<file path="config.mk">
export PLATFORM = sky130hd
export DESIGN_NAME = bcd_race_countdown
export DESIGN_NICKNAME = d
export VERILOG_FILES = /design/src/rtl/bcd_race_countdown.sv
export SDC_FILE = /design/constraint.sdc
export NUM_CORES = 1
export LEC_CHECK = 0
export CORE_ASPECT_RATIO = 1.25
export CORE_MARGIN = 2
export CORE_UTILIZATION = 35
export DETAILED_ROUTE_END_ITERATION = 10
export PLACE_DENSITY = 0.71
export REMOVE_ABC_BUFFERS = 1
export SLEW_MARGIN = 5
export SYNTH_ARGS = -nofsm -noshare
export SYNTH_HDL_FRONTEND = slang
export SYNTH_SLANG_ARGS = --single-unit
</file>
<file path="constraint.sdc">
create_clock -name clk -period 3 [get_ports clk]
set_input_delay 0.75 -clock clk [delete_from_list [all_inputs] [get_ports clk]]
set_output_delay 0.75 -clock clk [all_outputs]
set_load 0.02 [all_outputs]
</file>
<file path="src/rtl/bcd_race_countdown.sv">
// rtl/bcd_race_countdown.sv - multi-lane BCD race countdown with winner latch
// Optional PENALTY_EN: wrong[i] increments lane i, saturating at START_VALUE.
module bcd_race_countdown #(
  parameter int NUM_PLAYERS = 2,
  parameter int DIGITS      = 2,
  parameter int START_VALUE = 32,
  localparam int WW = (NUM_PLAYERS > 1) ? $clog2(NUM_PLAYERS) : 1,
  localparam int LW = DIGITS * 4
) (
  input  logic                          clk,
  input  logic                          resetn,
  input  logic                          restart,
  input  logic [NUM_PLAYERS-1:0]        correct,
  input  logic [NUM_PLAYERS-1:0]        wrong,
  output logic [NUM_PLAYERS*LW-1:0]     digits,
  output logic [NUM_PLAYERS-1:0]        ended,
  output logic                          game_over,
  output logic [WW-1:0]                 winner
);

  typedef enum logic {RUN, OVER} state_t;

  function automatic logic [LW-1:0] to_bcd(input int value);
    logic [LW-1:0] r;
    int v;
    r = '0;
    v = value;
    for (int k = 0; k < DIGITS; k++) begin
      r[k*4 +: 4] = 4'(v % 10);
      v = v / 10;
    end
    return r;
  endfunction

  function automatic logic [LW-1:0] bcd_dec(input logic [LW-1:0] x);
    logic [LW-1:0] r;
    logic borrow;
    r = x;
    borrow = 1'b1;
    for (int k = 0; k < DIGITS; k++) begin
      if (borrow) begin
        if (x[k*4 +: 4] == 4'd0) begin
          r[k*4 +: 4] = 4'd9;
        end else begin
          r[k*4 +: 4] = x[k*4 +: 4] - 4'd1;
          borrow = 1'b0;
        end
      end
    end
    return r;
  endfunction

`ifdef PENALTY_EN
  function automatic logic [LW-1:0] bcd_inc(input logic [LW-1:0] x);
    logic [LW-1:0] r;
    logic carry;
    r = x;
    carry = 1'b1;
    for (int k = 0; k < DIGITS; k++) begin
      if (carry) begin
        if (x[k*4 +: 4] == 4'd9) begin
          r[k*4 +: 4] = 4'd0;
        end else begin
          r[k*4 +: 4] = x[k*4 +: 4] + 4'd1;
          carry = 1'b0;
        end
      end
    end
    return r;
  endfunction
`else
  logic unused_wrong;
  assign unused_wrong = ^wrong;
`endif

  localparam logic [LW-1:0] START_BCD = to_bcd(START_VALUE);

  state_t                              state_q, state_d;
  logic [NUM_PLAYERS-1:0][LW-1:0]      lanes_q, lanes_d;
  logic [NUM_PLAYERS-1:0]              ended_q, ended_d;
  logic [WW-1:0]                       winner_q, winner_d;
  logic [NUM_PLAYERS-1:0]              fin;

  always_comb begin
    state_d  = state_q;
    lanes_d  = lanes_q;
    ended_d  = ended_q;
    winner_d = winner_q;
    fin      = '0;
    if (state_q == RUN) begin
      for (int i = 0; i < NUM_PLAYERS; i++) begin
        if (correct[i] && (lanes_q[i] != '0)) begin
          lanes_d[i] = bcd_dec(lanes_q[i]);
          fin[i]     = (lanes_d[i] == '0);
        end
`ifdef PENALTY_EN
        else if (wrong[i] && !correct[i] && (lanes_q[i] != START_BCD)) begin
          lanes_d[i] = bcd_inc(lanes_q[i]);
        end
`endif
      end
      // Descending scan so the lowest finishing lane wins a tie.
      for (int i = NUM_PLAYERS - 1; i >= 0; i--) begin
        if (fin[i]) winner_d = WW'(i);
      end
      if (|fin) begin
        ended_d = ended_q | fin;
        state_d = OVER;
      end
    end
  end

  always_ff @(posedge clk) begin
    if (!resetn || restart) begin
      state_q  <= RUN;
      lanes_q  <= {NUM_PLAYERS{START_BCD}};
      ended_q  <= '0;
      winner_q <= '0;
    end else begin
      state_q  <= state_d;
      lanes_q  <= lanes_d;
      ended_q  <= ended_d;
      winner_q <= winner_d;
    end
  end

  assign digits    = lanes_q;
  assign ended     = ended_q;
  assign game_over = (state_q == OVER);
  assign winner    = winner_q;

endmodule

</file>
* After elaboration in Yosys (flattened, before gate mapping) *
Cells that the tools add are included.

storage, ports and cells
  bits in registers = 20
  bits of input ports = 7
  output and inout port bits = 20

cells by class
  add/sub/neg operators = 4
  mux-type cells = 28
  bitwise logic cells = 2
  reduce and logical (&&, ||, !) cells = 18

operators with widths
  kind                   number
  $mux W4                14
  $logic_not A4 Y1       4
  $logic_not A8 Y1       2
  $reduce_bool A8 Y1     2
  $sub A4 B1 Y4 const B  4
  $mux W1                14
  $reduce_and A2 Y1      4
  $logic_and A1 B1 Y1    2
  $or A2 B2 Y2           1
  $reduce_bool A2 Y1     1
  $reduce_or A2 Y1       1
  $logic_not A1 Y1       1
  $logic_or A1 B1 Y1     1
  $not A1 Y1             1

* Depth between registers and ports, before layout *
Gate-level depths: netlist of the first run.

  depth in word-level cells = 13
  mapped depth = 4
  gate-level depth less buffers = 3

* Worst setup path after synthesis of the first run *
Ideal clock, no wire load.

  path kind = in2reg
  start point = input correct[1]
  end point = register lanes_q (netlist bit digits[15])
  library setup time = 0.116 ns
  arrival = 1.854 ns
  path slack = 1.029 ns
  stages = 3
  path buffers = 0
  path through = or4b_4 or4_4 o211a_1

between the ends
  cells in the longest elaborated chain, start to end = 2

RTL lines
  item                         RTL line  source
  from (decl)                  13        input logic [NUM_PLAYERS-1:0] correct,
  $logic_and A1 B1 Y1          92        if (correct[i] && (lanes_q[i] != '0)) begin
  $reduce_and A2 Y1 (no line)  -
  to (signal assigned)         116       lanes_q <= {NUM_PLAYERS{START_BCD}};
  to (signal assigned)         121       lanes_q <= lanes_d;
  to (decl)                    79        logic [NUM_PLAYERS-1:0][LW-1:0] lanes_q, lanes_d;

Every way passes these cells.
A chain may end at the register's enable or synchronous reset.

* Final worst setup path of the first run *
Ends and elaborated chain as after synthesis.

==> results of run 1 <==
[final timing paths]
kind / start / to / slack (ns) / cells past startpoint
setup / recovery: correct[1] / digits[15] / 0.72 / 4
hold / removal: ended[1] / ended[1] / 0.48 / 1
setup reg to reg: digits[8] / digits[15] / 1.26 / 3
hold reg to reg: ended[1] / ended[1] / 0.48 / 1
[power breakdown]
group | leakage [µW] | total (µW) | internal [µW] | switching (µW)
Clock | 0.0000138 | 125 | 46.8 | 78.0
Combinational | 0.000207 | 40.4 | 19.3 | 21.1
Sequential | 0.000162 | 274 | 269 | 5.47
Total | 0.000383 | 440 | 335 | 105
[per-layer routing]
metal  wire length, µm  up-vias  part of all wire [%]
li1                  -      420                     -
met1               837      382                    44
met2               929       20                    49
met3                71        4                   3.8
met4                44        0                   2.3
met5                 0        -                     0
[layout make-up]
type	count	area [µm²]	area share, %
sequential	20	400	33.7
multi-input combinational	72	464	39.1
inverter	1	3.75	0.316
clock buffer	3	22.5	1.90
timing repair buffer	26	255	21.5
tap	33	41.3	3.48
[flip-flops by register name (all words and copies together) (netlist names)]
register and cells:
digits 16, ended 2, game_over 1, winner 1
[worst max-delay path: cells and delay by family]
family	cells	cell delay (ns)
AND/OR/NAND/NOR	2	0.98
buffers and inverters	1	0.55
AO/OA/AOI/OAI	1	0.21
[stage by stage]
stage	total power [µW]	hold WS [ns]	cell area [µm²]	util (%)
after floorplan	300	0.546	868	-
after global placement	320	0.451	1160	48.5
after detailed placement	321	0.460	1160	48.5
after CTS	447	0.487	1190	49.4
after global routing	459	0.501	1190	49.4
final	440	0.480	1190	49.4
[cells in the mapped netlist]
library cell and instances:
a211o_1 1, a21o_1 1, a21oi_1 7, a41oi_1 2, buf_2 2, clkbuf_1 1, dfxtp_1 20, inv_1 1
mux2i_1 2, nand2_1 6, nand2b_1 3, nand3_1 5, nand3b_1 3, nor2_1 5, nor2b_1 2, nor3_1 3
nor4_1 3, nor4b_1 1, o211a_1 1, o211ai_1 4, o21a_1 1, o21ai_0 6, o221a_2 1, o31ai_1 3
or2_0 1, or3_1 2, or3_2 1, or3b_2 1, or4_1 3, or4_2 1, or4_4 1, or4b_1 1
or4b_4 1
[kinds of logic (layout without fill, tap and decap cells)]
family,count (synthesis),in the layout,synth area share (%)
AOI/OAI and AO/OA,27,27,20.4
buffers and inverters,4,30,1.99
DFF,20,20,45.4
muxes,2,2,2.27
and+or+nand+nor,43,43,29.9
==> metrics, run 1 <==
status=finished clean; TritonRoute pass-1 iters=4; final std cells w/o fill=~160; busiest grt layer=met2; Clk pin slew, worst setup/hold paths=roughly 0.10 ns; highest clock rate=approximately 0.44 GHz; met1 Resource Use GR=16.1%; CTS Buf Count=3; Fin. Hold Viols=0; gr ovfl total=0; critical path arrival=2.48 ns; CTS tree=built; synth unique cells=33; largest net degree at the start of global routing=12; Antenna Nets Post-Route=0; final period utilization=76.1%; worst vdd ir=165 µV; Final setup violation count=0; Tot GR Track Use=between 10% and 20%; Mapped Area=between 800 and 900 µm²; post-synth top area cell=dfxtp_1; core box area=~2400 µm²; Max-cap violations=0; Ports=27; top cells by area, synth=dfxtp_1 45%, a21oi_1 4.0%, o21ai_0 3.4%; Routed WL per cell=12.1 µm; share of cells above drive strength 1=9.02%; post-CTS resize count=0; CP Launch Type=primary input; CP Cell Sequence=clkdlybuf4s50_1 -> or4b_4 -> or4_4 -> o211a_1; cell row count=20; Pleak=about 0.00038 µW; first-pass GRT wire length=3280 µm; Die Ht=around 60 µm; worst hold path class=reg -> reg; DRC Markers=0; via count=about 830; DIE WIDTH=around 50 µm; H-tree levels=1; commonest non-fill, non-tap cell in the layout=clkdlybuf4s50_1; PD cells=370 nW/µm²; Final GP Congestion=approximately 0.76; Clock Tree Buf Depth=2; CP endpoint kind=flop; Req. time, crit path=3.20 ns; Max stage delay on crit path=0.55 ns; routed wire length=1880 µm; Worst Path Class, Setup=in -> reg; NumNets Final=between 100 and 150; Port Buffer Count=24; Num Clock Sinks=20; Fill cells=approximately 250; CP max FO=5; CTS Hold Buffers Added=0; GR Util met3=~2.3%; setup ws final=slightly above 0.7 ns; area grow syn2layout=34.6%; skew final=slightly below 0.0008 ns; Die ar.=approximately 3000 µm²; Ys Warns=0; Slowest cell on crit path=clkdlybuf4s50_1; register area share after synthesis=45.4%; Clock Latency Late Sink=between 0.2 and 0.3 ns; Worst Tran Pin Value=roughly 0.7 ns; Avg Cell Area, Syn=9.19 µm²; Initial Util=approximately 37%; GR Util met2=between 20% and 30%; placed cells=152; Period minus WS final=about 2.3 ns; Post-Route Setup TNS=0 ns; commonest non-fill, non-tap cells in the layout=24 x clkdlybuf4s50_1, 20 x dfxtp_1, 7 x a21oi_1; relative slew slack=between 50% and 60%; top-area cell type share of the netlist area=45.4%; Synth Register Bits=20; CTS root buf=clkbuf_4; Pins Over Slew Limit=0; RSZ-0062 raised after global routing=false; initial antenna violation count=0; Final HPWL DP=around 1400 µm; DRT iter0 DRCs=15; vias per cell=about 5.3; Ant. Diodes=0; vias in the first global route=780; setup bufs post-CTS=0; Gate Count Post-Synth=96; dpl ws=about 0.41 ns
Power figures use the tool's default switching activity.
==> run 2: changes to the inputs <==
==> constraint.sdc (replaced) <==
create_clock -name clk -period 2.25 [get_ports clk]
set_input_delay 0.5625 -clock clk [delete_from_list [all_inputs] [get_ports clk]]
set_output_delay 0.5625 -clock clk [all_outputs]
set_load 0.02 [all_outputs]
==> run 2 against run 1 <==
- clock skew grew 0.0014 ns
- wire length rose by 3.1%
- final area is 3.8% higher
- combinational power grew 50%
- sequential share of layout area shrank 1.2 points
- first-iteration DRC count shrank 13%
- largest cell class unchanged
- non-clock buffer count up 6
==> metrics, run 2 (same netlist as run 1, synthesis figures left out) <==
via count=858 (+3.9%); CTS root buf=clkbuf_4; Die Ht=60.1 µm (unchanged); Final HPWL DP=1480 µm (+3.5%); final period utilization=between 80 and 90%; Tot GR Track Use=14.9% (+0.45 points); vias per cell=5.33 (about the same); Die ar.=2940 µm² (unchanged); worst hold path class=reg -> reg; commonest non-fill, non-tap cells in the layout=24 x clkdlybuf4s50_1, 20 x dfxtp_1, 8 x buf_4; RSZ-0062 raised after global routing=false; Initial Util=36.7% (unchanged); Clock Latency Late Sink=0.29 ns (about the same); first-pass GRT wire length=3290 µm (+0.21%); CTS tree=built; worst vdd ir=258 µV (+56%); Pleak=0.000412 µW (+7.5%); area grow syn2layout=39.7%; Num Clock Sinks=20 (unchanged); core box area=2400 µm² (unchanged); commonest non-fill, non-tap cell in the layout=clkdlybuf4s50_1; Multi-input gate area=464 µm² (unchanged); TritonRoute pass-1 iters=4 (unchanged); Max-cap violations=0 (unchanged); Sequential Area=400 µm² (unchanged); DRC Markers=0 (unchanged); initial antenna violation count=0 (unchanged); Clock Tree Buf Depth=2 (unchanged); Period minus WS final=around 2 ns; cell row count=20 (unchanged); relative slew slack=71.5% (+19 points); PD cells=477 nW/µm² (+29%); post-CTS resize count=0 (unchanged); highest clock rate=roughly 0.5 GHz; fin util=51.3% (+1.9 points); critical path arrival=2.19 ns (-0.29 ns); CP Launch Type=primary input; routed wire length=1940 µm (+3.1%); CP endpoint kind=flop; Fin. Hold Viols=0 (unchanged); Clk pin slew, worst setup/hold paths=0.10 ns (about the same); CP max FO=3 (-2); Post-Route Setup TNS=0 ns (unchanged); Worst Tran Pin Value=0.423 ns (-0.279 ns); Ant. Diodes=0 (unchanged); skew final=0.00224 ns (+0.00145 ns); gr ovfl total=0 (unchanged); vias in the first global route=805 (+3.2%); Ports=27 (unchanged); CTS Buf Count=3 (unchanged); Worst Path Class, Setup=in -> reg; NumNets Final=137 (+4.6%); Final GP Congestion=0.780 (+2.9%); Req. time, crit path=2.44 ns (-0.76 ns); Pwr Total=588 µW (+34%); DRT iter0 DRCs=13 (-2); share of cells above drive strength 1=13.3% (+4.3 points); largest net degree at the start of global routing=15 (+3); Routed WL per cell=12.1 µm (-0.71%); DIE WIDTH=48.9 µm (unchanged); Final setup violation count=0 (unchanged); CTS Hold Buffers Added=0 (unchanged); setup bufs post-CTS=0 (unchanged); Fill cells=242 (-4.7%); Largest register FFs=16 (unchanged); H-tree levels=1 (unchanged); Pins Over Slew Limit=0 (unchanged); Port Buffer Count=24 (unchanged); status=finished clean; Antenna Nets Post-Route=0 (unchanged)
## run 2: changes by cell type in the layout (fill, tap and decap cells not counted)
cell / before / now
buf_4: 2 / 8
## run 2: cell type report
| class | count | area share (%) |
|---|---|---|
| Inverter | 1 | 0.305 |
| Multi-Input combinational cell | 72 | 37.7 |
| Timing Repair Buffer | 32 | 24.4 |
| Clock buffer | 3 | 1.83 |
| Sequential cell | 20 | 32.5 |
| Tap cell | 33 | 3.35 |
## run 2: metal layers
layer	routed length [µm]	global-route usage (%)	up-vias
li1	-	-	432
met5	0	0	-
met4	25	8.57	0
met2	982	26.4	16
met1	886	17.4	408
met3	47	1.75	2
## run 2: critical path: stages
cell and delay [ns]:
clkdlybuf4s50_1 0.49, or4b_4 0.47, or4_4 0.45, o211a_1 0.22
## run 2: through the flow
stage / cell area [µm²] / hold slack [ns] / worst slack [ns] / instances
5_1_grt: 1230 / 0.500 / 0.200 / 161
6_report: 1230 / 0.478 / 0.253 / 161
3_5_place_dp: 1210 / 0.460 / -0.0582 / 158
3_3_place_gp: 1210 / 0.450 / -0.0479 / 158
4_1_cts: 1230 / 0.486 / 0.243 / 161
2_1_floorplan: 868 / 0.546 / 0.467 / 93
## run 2: final timing paths
kind | cells after the start | start | slack (ns) | to
hold / removal | 1 | ended[1] | 0.48 | ended[1]
setup reg to reg | 3 | digits[8] | 0.53 | digits[15]
hold reg to reg | 1 | ended[1] | 0.48 | ended[1]
setup / recovery | 4 | correct[1] | 0.25 | digits[15]
## run 2: where the power goes
group          internal [µW]  total, µW  switching [µW]
clock                   62.2        161            99.1
combinational           31.3       60.7            29.5
sequential               358        366            7.49
==> run 3: changes to the inputs <==
--- a/config.mk
+++ b/config.mk
@@ -5,7 +5,6 @@
 export SDC_FILE = /design/constraint.sdc
 export NUM_CORES = 1
 export LEC_CHECK = 0
-export CORE_ASPECT_RATIO = 1.25
 export CORE_MARGIN = 2
 export CORE_UTILIZATION = 35
 export DETAILED_ROUTE_END_ITERATION = 10
==> run 3 against run 2 <==
- non-clock buffer count is 1 higher
- setup slack hardly changed
- cell count is 1.2% lower
- power is 1.3% higher
- clock power is 5% higher
- global-route usage is 0.24 points lower
- sequential power hardly changed
- maximum frequency hardly changed
- final area is 0.31% higher
- first-iteration DRC count is 31% higher
- sequential cell count stayed put
- critical path depth is 3 lower
- critical path type is now reg -> out
- largest cell class unchanged
==> metrics, run 3 (same netlist as run 1, synthesis figures left out) <==
Routed WL per cell=12.0 µm (-0.62%); cell row count=18 (-10%); dpl ws=-0.0452 ns (+0.0130 ns); Max stage delay on crit path=0.66 ns (+0.17 ns); Die Ht=54.2 µm (-9.9%); CTS Buf Count=3 (unchanged); CP Cell Sequence=clkdlybuf4s50_1; highest clock rate=0.501 GHz (about the same); skew final=0.00530 ns (+0.00306 ns); reg2reg start=digits[8]; DRT iter0 DRCs=17 (+4); area grow syn2layout=40.1%; Sequential Area=400 µm² (unchanged); worst path bufs/invs=1 (unchanged); r2r worst-path depth=3 (unchanged); Port Buffer Count=24 (unchanged); CTS Hold Buffers Added=0 (unchanged); Slowest cell on crit path=clkdlybuf4s50_1; R2R setup slack=0.53 ns (about the same); final period utilization=88.8% (about the same); critical path arrival=1.44 ns (-0.75 ns); NumNets Final=138 (+0.73%); DIE WIDTH=54.2 µm (+11%); DRC Markers=0 (unchanged); Ports=27 (unchanged); Req. time, crit path=1.69 ns (-0.75 ns); commonest non-fill, non-tap cells in the layout=24 x clkdlybuf4s50_1, 20 x dfxtp_1, 9 x buf_4; vias per cell=5.19 (-2.6%); status=finished clean; final hold slack=0.491 ns (+0.0123 ns); largest net degree at the start of global routing=15 (unchanged); Worst Path Class, Setup=reg -> out; share of cells above drive strength 1=14.0% (+0.67 points); Worst Tran Pin Value=0.400 ns (-0.0234 ns); number of cells on the worst hold path=1 (unchanged); H-tree levels=1 (unchanged); Clk pin slew, worst setup/hold paths=0.11 ns (about the same); first-pass GRT wire length=3090 µm (-6.1%); setup ws final=0.252 ns (-0.000246 ns); Pins Over Slew Limit=0 (unchanged); Final setup violation count=0 (unchanged); Final GP Congestion=0.782 (+0.23%); CP Launch Type=flop; CP Depth=1 (-3); gr ovfl total=0 (unchanged); r2r endpoint=digits[15]; Largest register FFs=16 (unchanged); worst vdd ir=251 µV (-2.5%); Antenna Nets Post-Route=0 (unchanged); Initial Util=36.3% (-0.45 points); Fin. Hold Viols=0 (unchanged); Pleak=0.000417 µW (+1.3%); Final HPWL DP=1390 µm (-6.3%); relative slew slack=73.0% (+1.4 points); initial antenna violation count=0 (unchanged); TritonRoute pass-1 iters=4 (unchanged); routed wire length=1910 µm (-1.9%); vias in the first global route=712 (-12%); post-CTS resize count=0 (unchanged); Period minus WS final=2.00 ns (+0.000246 ns); CP top delay family=buffers and inverters; Clock Tree Buf Depth=2 (unchanged); via count=825 (-3.8%); PD cells=482 nW/µm² (+1.0%); hold endpoint=ended[1]; Num Clock Sinks=20 (unchanged); Tot GR Track Use=14.6% (-0.24 points); Post-Route Setup TNS=0 ns (unchanged); Fill cells=242 (unchanged); setup bufs post-CTS=0 (unchanged); Ant. Diodes=0 (unchanged); core box area=2430 µm² (+1.3%); commonest non-fill, non-tap cell in the layout=clkdlybuf4s50_1; Multi-input gate area=464 µm² (unchanged); hold path start=ended[1]; worst hold path class=reg -> reg; CP max FO=9 (+6); CTS tree=built; Clock Latency Late Sink=0.30 ns (about the same); CTS root buf=clkbuf_4; RSZ-0062 raised after global routing=false; Die ar.=2940 µm² (about the same); Max-cap violations=0 (unchanged); CP endpoint kind=primary output
run 3: changes by cell type in the layout (fill, tap and decap cells not counted), sizes merged:
cell,delta
buf,+1
run 3: cell type report:
cell class                      instances  share of cell area, %
Clock buffer                            3                   1.82
Multi-Input combinational cell         72                   37.6
Sequential cell                        20                   32.4
Inverter                                1                  0.304
Timing Repair Buffer                   33                   24.9
Tap cell                               30                   3.04
run 3: how the worst max path moves through the flow:
stage,end,slack (ns),from
after CTS,game_over,0.24,game_over
final,game_over,0.25,game_over
after global routing,game_over,0.18,game_over
after global placement,digits[15],-0.04,correct[1]
after detailed placement,digits[2],-0.05,correct[0]
after floorplan,digits[15],0.47,correct[1]
run 3: per-stage QoR:
step / util [%] / std cells / total power (µW) / instance area [µm²]
2_1_floorplan: - / 93 / 401 / 868
3_3_place_gp: 49.9 / 156 / 433 / 1210
3_5_place_dp: 49.9 / 156 / 434 / 1210
4_1_cts: 50.8 / 159 / 603 / 1240
5_1_grt: 50.8 / 159 / 623 / 1240
6_report: 50.8 / 159 / 596 / 1240
run 3: per-layer routing:
metal	up-vias	part of all wire (%)	GRT usage, %
met2	12	45	20.5
met5	-	0	0
met1	376	51	20.6
met4	0	1.9	8.75
li1	433	-	-
met3	4	2.0	2.50
run 3: where the power goes:
group          total [µW]  switching, µW  internal [µW]
clock                 169            107           62.4
combinational        60.1           28.9           31.3
sequential            366           7.68            359
